==> config.mk <==
export PLATFORM = sky130hd
export DESIGN_NAME = multicycle_main_ctrl
export DESIGN_NICKNAME = d
export VERILOG_FILES = /design/src/rtl/riscv_ctrl_pkg.sv /design/src/rtl/mc_state_decode.sv /design/src/rtl/multicycle_main_ctrl.sv
export SDC_FILE = /design/constraint.sdc
export NUM_CORES = 1
export LEC_CHECK = 0
export CAP_MARGIN = 20
export CORE_MARGIN = 1.5
export CORE_UTILIZATION = 44
export CTS_CLUSTER_DIAMETER = 120
export DETAILED_ROUTE_END_ITERATION = 6
export PLACE_DENSITY = 0.81
export RECOVER_POWER = 25
export SYNTH_ARGS = -nofsm -noshare
export SYNTH_HDL_FRONTEND = slang
export SYNTH_SLANG_ARGS = --single-unit
==> constraint.sdc <==
create_clock -name clk -period 4.03 [get_ports clk]
set_clock_uncertainty 0.15 [all_clocks]
set_input_delay 0.806 -clock clk [delete_from_list [all_inputs] [get_ports clk]]
set_output_delay 0.806 -clock clk [all_outputs]
set_load 0.05 [all_outputs]
==> src/rtl/riscv_ctrl_pkg.sv <==
// Shared definitions for the multicycle RV32 main control FSM and the ALU-control decoder:
// state encoding, opcodes, ALUOp codes, datapath mux select encodings and the control vector.
package riscv_ctrl_pkg;

    typedef enum logic [3:0] {
        S_FETCH     = 4'd0,
        S_DECODE    = 4'd1,
        S_MEM_ADR   = 4'd2,
        S_MEM_READ  = 4'd3,
        S_MEM_WB    = 4'd4,
        S_MEM_WRITE = 4'd5,
        S_EXECUTE_R = 4'd6,
        S_ALU_WB    = 4'd7,
        S_BEQ       = 4'd8,
        S_FAULT     = 4'd9
    } state_e;

    localparam logic [6:0] OP_LW  = 7'b0000011;
    localparam logic [6:0] OP_SW  = 7'b0100011;
    localparam logic [6:0] OP_R   = 7'b0110011;
    localparam logic [6:0] OP_BEQ = 7'b1100011;

    localparam logic [1:0] ALUOP_ADD   = 2'b00;
    localparam logic [1:0] ALUOP_SUB   = 2'b01;
    localparam logic [1:0] ALUOP_FUNCT = 2'b10;

    localparam logic [1:0] SRCA_PC    = 2'b00;
    localparam logic [1:0] SRCA_OLDPC = 2'b01;
    localparam logic [1:0] SRCA_RS1   = 2'b10;

    localparam logic [1:0] SRCB_RS2  = 2'b00;
    localparam logic [1:0] SRCB_IMM  = 2'b01;
    localparam logic [1:0] SRCB_FOUR = 2'b10;

    localparam logic [1:0] RES_ALUOUT    = 2'b00;
    localparam logic [1:0] RES_MEMDATA   = 2'b01;
    localparam logic [1:0] RES_ALURESULT = 2'b10;

    // mem_wait marks states that touch memory and may have to stall on mem_ready
    typedef struct packed {
        logic [1:0] alu_op;
        logic [1:0] src_a;
        logic [1:0] src_b;
        logic [1:0] result_src;
        logic       adr_src;
        logic       ir_write;
        logic       pc_update;
        logic       branch;
        logic       mem_write;
        logic       reg_write;
        logic       instr_done;
        logic       illegal;
        logic       mem_wait;
    } ctrl_t;

    function automatic ctrl_t fetch_ctrl();
        ctrl_t f;
        f            = '0;
        f.adr_src    = 1'b0;
        f.ir_write   = 1'b1;
        f.src_a      = SRCA_PC;
        f.src_b      = SRCB_FOUR;
        f.alu_op     = ALUOP_ADD;
        f.result_src = RES_ALURESULT;
        f.pc_update  = 1'b1;
        f.mem_wait   = 1'b1;
        return f;
    endfunction

endpackage

==> src/rtl/mc_state_decode.sv <==
// Purely combinational state -> control-vector decode for the multicycle main controller.
// Unreachable encodings decode to an all-zero vector so no enable fires.
module mc_state_decode
    import riscv_ctrl_pkg::*;
(
    input  state_e state,
    output ctrl_t  ctrl
);

    always_comb begin
        ctrl = '0;
        case (state)
            S_FETCH: ctrl = fetch_ctrl();
            S_DECODE: begin
                ctrl.src_a  = SRCA_OLDPC;
                ctrl.src_b  = SRCB_IMM;
                ctrl.alu_op = ALUOP_ADD;
            end
            S_MEM_ADR: begin
                ctrl.src_a  = SRCA_RS1;
                ctrl.src_b  = SRCB_IMM;
                ctrl.alu_op = ALUOP_ADD;
            end
            S_MEM_READ: begin
                ctrl.result_src = RES_ALUOUT;
                ctrl.adr_src    = 1'b1;
                ctrl.mem_wait   = 1'b1;
            end
            S_MEM_WB: begin
                ctrl.result_src = RES_MEMDATA;
                ctrl.reg_write  = 1'b1;
                ctrl.instr_done = 1'b1;
            end
            S_MEM_WRITE: begin
                ctrl.result_src = RES_ALUOUT;
                ctrl.adr_src    = 1'b1;
                ctrl.mem_write  = 1'b1;
                ctrl.instr_done = 1'b1;
                ctrl.mem_wait   = 1'b1;
            end
            S_EXECUTE_R: begin
                ctrl.src_a  = SRCA_RS1;
                ctrl.src_b  = SRCB_RS2;
                ctrl.alu_op = ALUOP_FUNCT;
            end
            S_ALU_WB: begin
                ctrl.result_src = RES_ALUOUT;
                ctrl.reg_write  = 1'b1;
                ctrl.instr_done = 1'b1;
            end
            S_BEQ: begin
                ctrl.src_a      = SRCA_RS1;
                ctrl.src_b      = SRCB_RS2;
                ctrl.alu_op     = ALUOP_SUB;
                ctrl.result_src = RES_ALUOUT;
                ctrl.branch     = 1'b1;
                ctrl.instr_done = 1'b1;
            end
            S_FAULT: ctrl.illegal = 1'b1;
            default: ctrl = '0;
        endcase
    end

endmodule

==> src/rtl/multicycle_main_ctrl.sv <==
// Main control FSM for the multicycle RV32 datapath (lw, sw, R-type, beq).
// Optional MEM_WAIT_EN adds a mem_ready input that stalls FETCH, MEM_READ and MEM_WRITE.
module multicycle_main_ctrl
    import riscv_ctrl_pkg::*;
#(
    parameter bit HALT_ON_ILLEGAL = 1'b1
) (
    input  logic       clk,
    input  logic       reset,
    input  logic [6:0] opcode,
    input  logic       zero,
`ifdef MEM_WAIT_EN
    input  logic       mem_ready,
`endif
    output logic [1:0] alu_op,
    output logic [1:0] alu_src_a,
    output logic [1:0] alu_src_b,
    output logic [1:0] result_src,
    output logic       adr_src,
    output logic       ir_write,
    output logic       pc_write,
    output logic       mem_write,
    output logic       reg_write,
    output logic       instr_done,
    output logic       illegal
);

`ifndef MEM_WAIT_EN
    logic mem_ready;
    assign mem_ready = 1'b1;
`endif

    state_e state_q, state_d;
    ctrl_t  dec_ctrl, ctrl;
    logic   mem_gate;

    always_ff @(posedge clk) begin
        if (reset) begin
            state_q <= S_FETCH;
        end else begin
            state_q <= state_d;
        end
    end

    always_comb begin
        state_d = S_FETCH;
        case (state_q)
            S_FETCH:     state_d = mem_ready ? S_DECODE : S_FETCH;
            S_DECODE: begin
                case (opcode)
                    OP_LW, OP_SW: state_d = S_MEM_ADR;
                    OP_R:         state_d = S_EXECUTE_R;
                    OP_BEQ:       state_d = S_BEQ;
                    default:      state_d = S_FAULT;
                endcase
            end
            // opcode is re-sampled here; anything but lw/sw is treated as illegal
            S_MEM_ADR: begin
                if (opcode == OP_LW) begin
                    state_d = S_MEM_READ;
                end else if (opcode == OP_SW) begin
                    state_d = S_MEM_WRITE;
                end else begin
                    state_d = S_FAULT;
                end
            end
            S_MEM_READ:  state_d = mem_ready ? S_MEM_WB : S_MEM_READ;
            S_MEM_WB:    state_d = S_FETCH;
            S_MEM_WRITE: state_d = mem_ready ? S_FETCH : S_MEM_WRITE;
            S_EXECUTE_R: state_d = S_ALU_WB;
            S_ALU_WB:    state_d = S_FETCH;
            S_BEQ:       state_d = S_FETCH;
            S_FAULT:     state_d = HALT_ON_ILLEGAL ? S_FAULT : S_FETCH;
            default:     state_d = S_FETCH;
        endcase
    end

    mc_state_decode u_decode (
        .state (state_q),
        .ctrl  (dec_ctrl)
    );

    // During reset the selects show FETCH values and every strobe is suppressed
    always_comb begin
        ctrl = dec_ctrl;
        if (reset) begin
            ctrl            = fetch_ctrl();
            ctrl.ir_write   = 1'b0;
            ctrl.pc_update  = 1'b0;
            ctrl.branch     = 1'b0;
            ctrl.mem_write  = 1'b0;
            ctrl.reg_write  = 1'b0;
            ctrl.instr_done = 1'b0;
            ctrl.illegal    = 1'b0;
        end
    end

    assign mem_gate   = ~ctrl.mem_wait | mem_ready;

    assign alu_op     = ctrl.alu_op;
    assign alu_src_a  = ctrl.src_a;
    assign alu_src_b  = ctrl.src_b;
    assign result_src = ctrl.result_src;
    assign adr_src    = ctrl.adr_src;
    assign ir_write   = ctrl.ir_write & mem_gate;
    assign pc_write   = (ctrl.pc_update & mem_gate) | (ctrl.branch & zero);
    assign mem_write  = ctrl.mem_write;
    assign reg_write  = ctrl.reg_write;
    assign instr_done = ctrl.instr_done & mem_gate;
    assign illegal    = ctrl.illegal;

endmodule

==> results list, run 1 <==
- The run finished with clean final reports.
- The cell area that synthesis handed to floorplanning was 575.6 um2.
- The tool flagged a number of max-cap violations equal to 0.
- Registers with the most flip-flops: state_q (4)
- Std cell rows: 12
- Syn avg cell area: 8.106 um2
- Highest achievable clock rate: 0.2696 GHz
- Final worst-path cycle share: 92.05%
- Critical path fanouts, max: 13
* Top cells by area in the synthesized netlist: dfxtp_1, a2111oi_2, nor2_1
- Arrival time reported for the critical path endpoint: 2.75 ns
* Worst-Skew Late Latency: 0.25 ns
- Combinational share of power: 39.1%
- Sequential element share of the synthesized area: 13.91%
- Count of hold buffers inserted by post-cts repair: 0
- Crit path largest cell delay: 0.86 ns
* Warnings from Yosys: 0
- Synthesis produced a netlist whose cell count is 71.
- In this run, flip-flops and latches consume 28.2% of the power.
- Kind of start point of the critical path: input pin
- Setup repair after global routing left no endpoint under its margin.
- Data required time at the worst endpoint: 3.07 ns
- In this run the worst hold path is classified as reg2reg.
- Synth area leader: dfxtp_1
* Endpoints failing hold: 0
* Largest net degree at the start of global routing: 15
- Via total after detailed routing: 609
- Final period demand of the worst path: 3.710 ns
- Number of pins exceeding their max-slew limit in the final report: 0
- Synthesis produced a netlist with a net count of 81.
- In the final layout, the share of cells above drive strength 1 is 18.68%.
- TritonCTS built the clock tree.
- After detailed placement, the total cell area comes to 773.2 um2.
* Kind of critical path: in2out
* Least-Margin Pin Slew: 0.5148 ns
* Worst path top cell family by delay: buffers and inverters
- Highest ir drop seen on vdd: 0.0001485 V
- Post-detailed-route DRC marker count: 0
- Summed over all nets, the half-perimeter wirelength after detailed placement is 1044 um.
* Startpoint of the tightest hold check path: state_q[0]
* Synthesis-to-finish area growth: 35.87%
- Fin Setup TNS: 0 ns
* Max_slew headroom: 65.57%
- Traced cell by cell, the critical path runs through dlygate4sd3_1, inv_1, and4_1, clkdlybuf4s50_1.
- Inserted Diodes: 0
- Clock network power share: 32.7%
- The longest clock path from root to sink contains 2 buffers.
- Max FFs per register: 4
* Distinct cell type count of the synthesized netlist: 35
- For this design the total switching power over the nets is 0.06436 mW.
* Post-Layout Inst Area: 782.0 um2
* Routed via count divided by cell count: 5.800
* Clock sinks: 4
* Final-report setup violation count: 0
- The number of buffers and inverters on the critical path is 3.
* Critical R2R Launch: state_q[2]
* Die width: 39.17 um
- Cells fill 67.64% of the core in the end.
* CTS Root Cell: clkbuf_4
* Number of post-CTS setup repair buffers: 0
- Starting density of the core: 49.78%
- Antenna Nets Post-Route: 0
- Final weighted congestion of routability-driven global placement: 0.8714
- CTS built an H-tree with a depth of 1.
- Clock-pin slew was measured on the worst setup and hold paths at 0.04 ns.
- Core box area: 1156 um2
* PwrDens: 213.2 nW/um2
- After clock tree synthesis, the repair step resized 0 gates.
* Highest-delay cell along the critical path: dlygate4sd3_1
- Summed over all cells, the static leakage comes to 0.2860 nW.
- Total Power Consumption: 0.1667 mW
* Wire length of the first global-routing pass: 2401 um
- I/O pin total: 25
- Number of port buffers: 24
- In this run switching power makes up 38.60% of total power.
* Number of antenna violations at the first check in global routing: 0
- In the global route stage, overall resource usage came out at 23.42%.
* Starting DRC count in detailed routing: 20
- The first detailed-routing pass took 4 iterations.
- Floorplan die area: 1534 um2
- After global routing the overflow that remains totals 0.
- Tracing the worst setup path back leads to its startpoint at reset.
- Cell-internal power: 0.1024 mW
* DRT Wirelength: 1399 um
* Post-synth top area share: 13.91%
- Routed length per placed instance: 13.32 um
* Count of state elements after synthesis: 4
- Vias in the first global route: 541
- Counting flops per register, the top entry is state_q.
* Endpoint class of the critical path: output pin
- The final layout contains 103 nets.
* Num CTS Buffers: 3
- Die height: 39.17 um
-- synth_stat cells --
library cell,number
nand2_1,6
nand2b_4,2
o211a_1,1
o22ai_2,1
nand3_1,1
buf_2,1
nand2b_1,2
o2111a_1,1
nor2b_1,1
nor4_1,1
a31oi_1,1
inv_1,2
buf_4,2
nand4bb_4,1
a2111oi_2,3
and4_1,1
o21ai_1,3
nor2_4,2
o21ai_0,1
a21oi_2,1
nand4_1,1
bufinv_8,1
inv_2,1
clkbuf_1,1
dfxtp_1,4
buf_6,3
o22ai_1,1
a21oi_1,3
nor3_1,6
maj3_2,1
a31o_1,1
nor4b_2,1
nor2b_2,1
nor2_1,10
xor2_1,2
-- cells by family after synthesis --
group / synth area share [%]
fa+ha+maj: 1.956
buf+inv: 15.00
compound gates: 25.00
simple gates: 41.09
flops: 13.91
xor+xnor: 3.044
-- power by group through the flow --
stage | clock [mW] | sequential (mW) | combinational, mW
after floorplan | 0 | 0.0436 | 0.0501
after global placement | 0 | 0.0477 | 0.0658
after detailed placement | 0 | 0.0477 | 0.0664
after CTS | 0.0570 | 0.0470 | 0.0666
after global routing | 0.0578 | 0.0478 | 0.0700
final | 0.0544 | 0.0471 | 0.0652
-- per-layer routing --
metal	GRT usage (%)	vias to the layer above	part of all wire, %
met2	34.58	36	49
li1	-	295	-
met3	6.358	2	8.1
met5	0	-	0
met4	14.66	0	1.1
met1	29.45	276	41
-- cells in the final DEF, fill, tap and decap left out, types with 3 or more instances in the layout --
cell / instances
a21oi_1: 3
nand2_1: 6
clkbuf_4: 3
clkdlybuf4s50_1: 22
a2111oi_2: 3
dfxtp_1: 4
nor3_1: 6
nor2_1: 11
-- through the flow --
stage / std cells / hold slack (ns) / setup WS, ns
after floorplan: 71 / 0.4073 / 0.5569
final: 105 / 0.5731 / 0.3204
after global placement: 102 / 0.5600 / 0.3893
after detailed placement: 102 / 0.5755 / 0.3416
after global routing: 105 / 0.6365 / 0.2365
after CTS: 105 / 0.5683 / 0.3519
-- area by class of cell --
cell class | instances | area [um2]
flip-flops and latches | 4 | 80.08
clock buffers | 3 | 22.52
well taps | 14 | 17.52
repair buffers | 24 | 237.7
multi-input cells | 56 | 395.4
fillers | 111 | 374.1
inverters | 4 | 28.78
-- worst reg2reg max path: cells and delay by family, from the launching register on --
kind / cells / cell delay [ns]
compound gates: 2 / 0.39
buf+inv: 1 / 0.29
flops: 1 / 0.63
simple gates: 1 / 0.15
-- final timing paths --
| check | slack (ns) | to | depth (start not counted) |
|---|---|---|---|
| worst max-delay path | 0.32 | adr_src | 4 |
| worst max register to register | 2.32 | state_q[1] | 4 |
| worst min register to register | 0.57 | state_q[1] | 2 |
| worst min-delay path | 0.57 | state_q[1] | 2 |
Power figures use the tool's default switching activity.
==> run 2, diff against run 1 <==
--- a/config.mk
+++ b/config.mk
@@ -6,11 +6,10 @@
 export NUM_CORES = 1
 export LEC_CHECK = 0
 export CAP_MARGIN = 20
-export CORE_MARGIN = 1.5
 export CORE_UTILIZATION = 44
 export CTS_CLUSTER_DIAMETER = 120
 export DETAILED_ROUTE_END_ITERATION = 6
-export PLACE_DENSITY = 0.81
+export PLACE_DENSITY_LB_ADDON = 0.2
 export RECOVER_POWER = 25
 export SYNTH_ARGS = -nofsm -noshare
 export SYNTH_HDL_FRONTEND = slang
==> run 2 against run 1 <==
Power down 2.5%. Combinational power increased by 2%. Clock-buffer cell count is the same. Hold slack improved by 0.023 ns. Critical endpoint is now alu_src_b[0]. Worst setup slack better by 0.22 ns. Via count fell by 1.1%. Cell count grew 0.95%. Design area grew 0.48%. Non-clock buffer count up 1.
==> results list, run 2 (synthesized netlist as in run 1, its figures left out) <==
* Outcome: completed
* Utilization after layout: 67.97% (+0.32 points)
* H-tree depth: 1 (unchanged)
- Filler cell count: 104 (-6.3%)
* Starting DRC count in detailed routing: 11 (-45%)
- The post-detailed-route count of antenna-violating nets was 0 (unchanged).
- Minimum setup slack in the final design: 0.5369 ns (+0.2165 ns)
* Longest Clk Path Bufs: 2 (unchanged)
- Final weighted congestion of routability-driven global placement: 0.8732 (+0.21%)
- MaxCap Viol Count: 0 (unchanged)
* Wire length of the first global-routing pass: 2221 um (-7.5%)
- Via total after detailed routing: 602 (-1.1%)
* Highest ir drop seen on vdd: 0.0001963 V (+32%)
- The number of vias per cell came to 5.679 (-2.1%).
- The net load switching power came to 0.05955 mW (-7.5%).
- The number of setup buffers added after CTS came to 0 (unchanged).
* CTS Root Cell: clkbuf_4
- The setup violation total in the final timing report came to 0 (unchanged).
* Largest net degree at the start of global routing: 15 (unchanged)
- The number of antenna cells inserted was 0 (unchanged).
- Minimum hold slack: 0.5960 ns (+0.02292 ns)
- The core outline area came to 1156 um2 (unchanged).
- Die width: 38.17 um (-2.6%)
- The number of flip-flops in the largest register came to 4 (unchanged).
- Flop pwr share: 28.9% (+0.7 points)
- Combinational share of power: 40.7% (+1.6 points)
- Largest register by flop count: state_q
- TritonCTS clock tree: built
* Number of pins exceeding their max-slew limit in the final report: 0 (unchanged)
* Starting density of the core: 49.78% (unchanged)
- Area used by sequential logic in the layout: 80.08 um2 (unchanged)
* Endpoint class of the critical path: output pin
- STA classifies the critical path startpoint as an input pin.
* Count of placed standard cells including taps: 103 (+0.98%)
- Number of antenna violations at the first check in global routing: 0 (unchanged)
- The final hold violation count is 0 (unchanged).
* Highest achievable clock rate: 0.2863 GHz (+6.2%)
- The clock latency of the later-clocked register in the worst-skew pair was 0.23 ns (-0.02 ns).
* Floorplan die area: 1457 um2 (-5.0%)
- The internal cell power is 0.1030 mW (+0.66%).
* Routed length per placed instance: 12.34 um (-7.4%)
- Std cell rows: 12 (unchanged)
- The areal power density over the cells came to 206.9 nW/um2 (-2.9%).
- The sum of internal, switching and leakage power came to 0.1626 mW (-2.5%).
* Switching power share of the total: 36.63% (-2.0 points)
* # resized after CTS: 0 (unchanged)
- I/O pin total: 25 (unchanged)
- The first-pass iteration count of the detailed router is 4 (unchanged).
- Die height: 38.17 um (-2.6%)
- Final HPWL DP: 979.8 um (-6.2%)
- Leaving out fill and tap cells, the most frequent cell in the layout is clkdlybuf4s50_1.
* DRT Wirelength: 1308 um (-6.5%)
* Post-Layout Inst Area: 785.8 um2 (+0.48%)
- From synthesis to final layout, the design area changed by 36.52%.
- Unrepaired setup endpoints after global routing: false
- The headroom to the max-slew limit is 66.15% (+0.58 points).
- The path class of the tightest hold or removal check is reg2reg.
- Area occupied by multi-input gates: 389.1 um2 (-1.6%)
* Critical path fanouts, max: 10 (-3)
- The post-placement cell area came to 783.3 um2 (+1.3%).
* Clock network power share: 30.4% (-2.3 points)
- The required time reported for the critical path endpoint came to 3.07 ns (about the same).
* Share of final-layout standard cells stronger than drive strength 1: 17.39% (-1.3 points)
- The clock transition at the registers of the reported paths is 0.04 ns (about the same).
- The hold buffer count at CTS is 0 (unchanged).
- Clock sinks: 4 (unchanged)
- Vias in the first global route: 522 (-3.5%)
- The leakage power of the design was 0.2891 nW (+1.1%).
- The final global-route overflow total was 0 (unchanged).
- The number of buffers created by CTS was 3 (unchanged).
- Pre-CTS setup slack: 0.5297 ns (+0.1881 ns)
- The final cell count without fillers came to 106 (+0.95%).
* Arrival time reported for the critical path endpoint: 2.54 ns (-0.21 ns)
- Fin Setup TNS: 0 ns (unchanged)
- Final worst-path cycle share: 86.68% (-5.4 points)
- Number of port buffers: 24 (unchanged)
- Registers with the most flip-flops: state_q (4)
* Kind of critical path: in2out
- The net total in the final layout was 104 (+0.97%).
* Least-Margin Pin Slew: 0.5061 ns (-0.008633 ns)
- The final critical delay including setup and external delays came to 3.493 ns (-0.2165 ns).
* Post-detailed-route DRC marker count: 0 (unchanged)
- In the layout the commonest cells are clkdlybuf4s50_1, nor2_1, nand2_1, nor3_1, dfxtp_1.
* Total Routing Usage GR: 21.63% (-1.8 points)
run 2: changes by cell type in the layout (fill, tap and decap cells not counted):
| cell | before | now |
|---|---|---|
| a2111oi_0 | 0 | 1 |
| a2111oi_2 | 3 | 2 |
| clkdlybuf4s50_1 | 22 | 23 |
| o21ai_0 | 2 | 1 |
| o21ai_1 | 2 | 3 |
run 2: per-layer routing:
| metal | up-vias | share of wire, % | GRT usage (%) |
|---|---|---|---|
| met5 | - | 0 | 0 |
| met1 | 271 | 44 | 27.56 |
| met4 | 0 | 0 | 8.036 |
| li1 | 301 | - | - |
| met2 | 30 | 49 | 34.32 |
| met3 | 0 | 7.0 | 5.814 |
run 2: power by group through the flow:
stage                     clock [mW]  combinational [mW]  sequential, mW
after floorplan                    0              0.0501          0.0436
after global placement             0              0.0671          0.0478
after detailed placement           0              0.0673          0.0477
after CTS                     0.0510              0.0677          0.0471
after global routing          0.0531              0.0705          0.0478
final                         0.0494              0.0662          0.0470
run 2: cell type report:
cell class,count,share of cell area [%]
Multi-Input combinational cell,56,49.52
Timing Repair Buffer,25,31.53
Sequential cell,4,10.19
Inverter,4,3.662
Clock buffer,3,2.866
Tap cell,14,2.229
run 2: worst paths after layout:
path / start / endpoint / slack (ns) / cells after the start
worst max register to register: state_q[2] / state_q[1] / 2.25 / 4
worst min-delay path: state_q[1] / state_q[0] / 0.60 / 2
worst max-delay path: reset / alu_src_b[0] / 0.54 / 4
worst min register to register: state_q[1] / state_q[0] / 0.60 / 2
run 2: critical path, cell delays in order:
cell,delay (ns)
clkdlybuf4s50_1,0.46
buf_4,0.20
a2111oi_2,0.21
clkdlybuf4s50_1,0.86
==> run 3, diff against run 2 <==
--- a/config.mk
+++ b/config.mk
@@ -11,6 +11,7 @@
 export DETAILED_ROUTE_END_ITERATION = 6
 export PLACE_DENSITY_LB_ADDON = 0.2
 export RECOVER_POWER = 25
+export SLEW_MARGIN = 0
 export SYNTH_ARGS = -nofsm -noshare
 export SYNTH_HDL_FRONTEND = slang
 export SYNTH_SLANG_ARGS = --single-unit
==> results of run 3 <==
No change in the layout: final DEF, timing and power equal those of run 2.
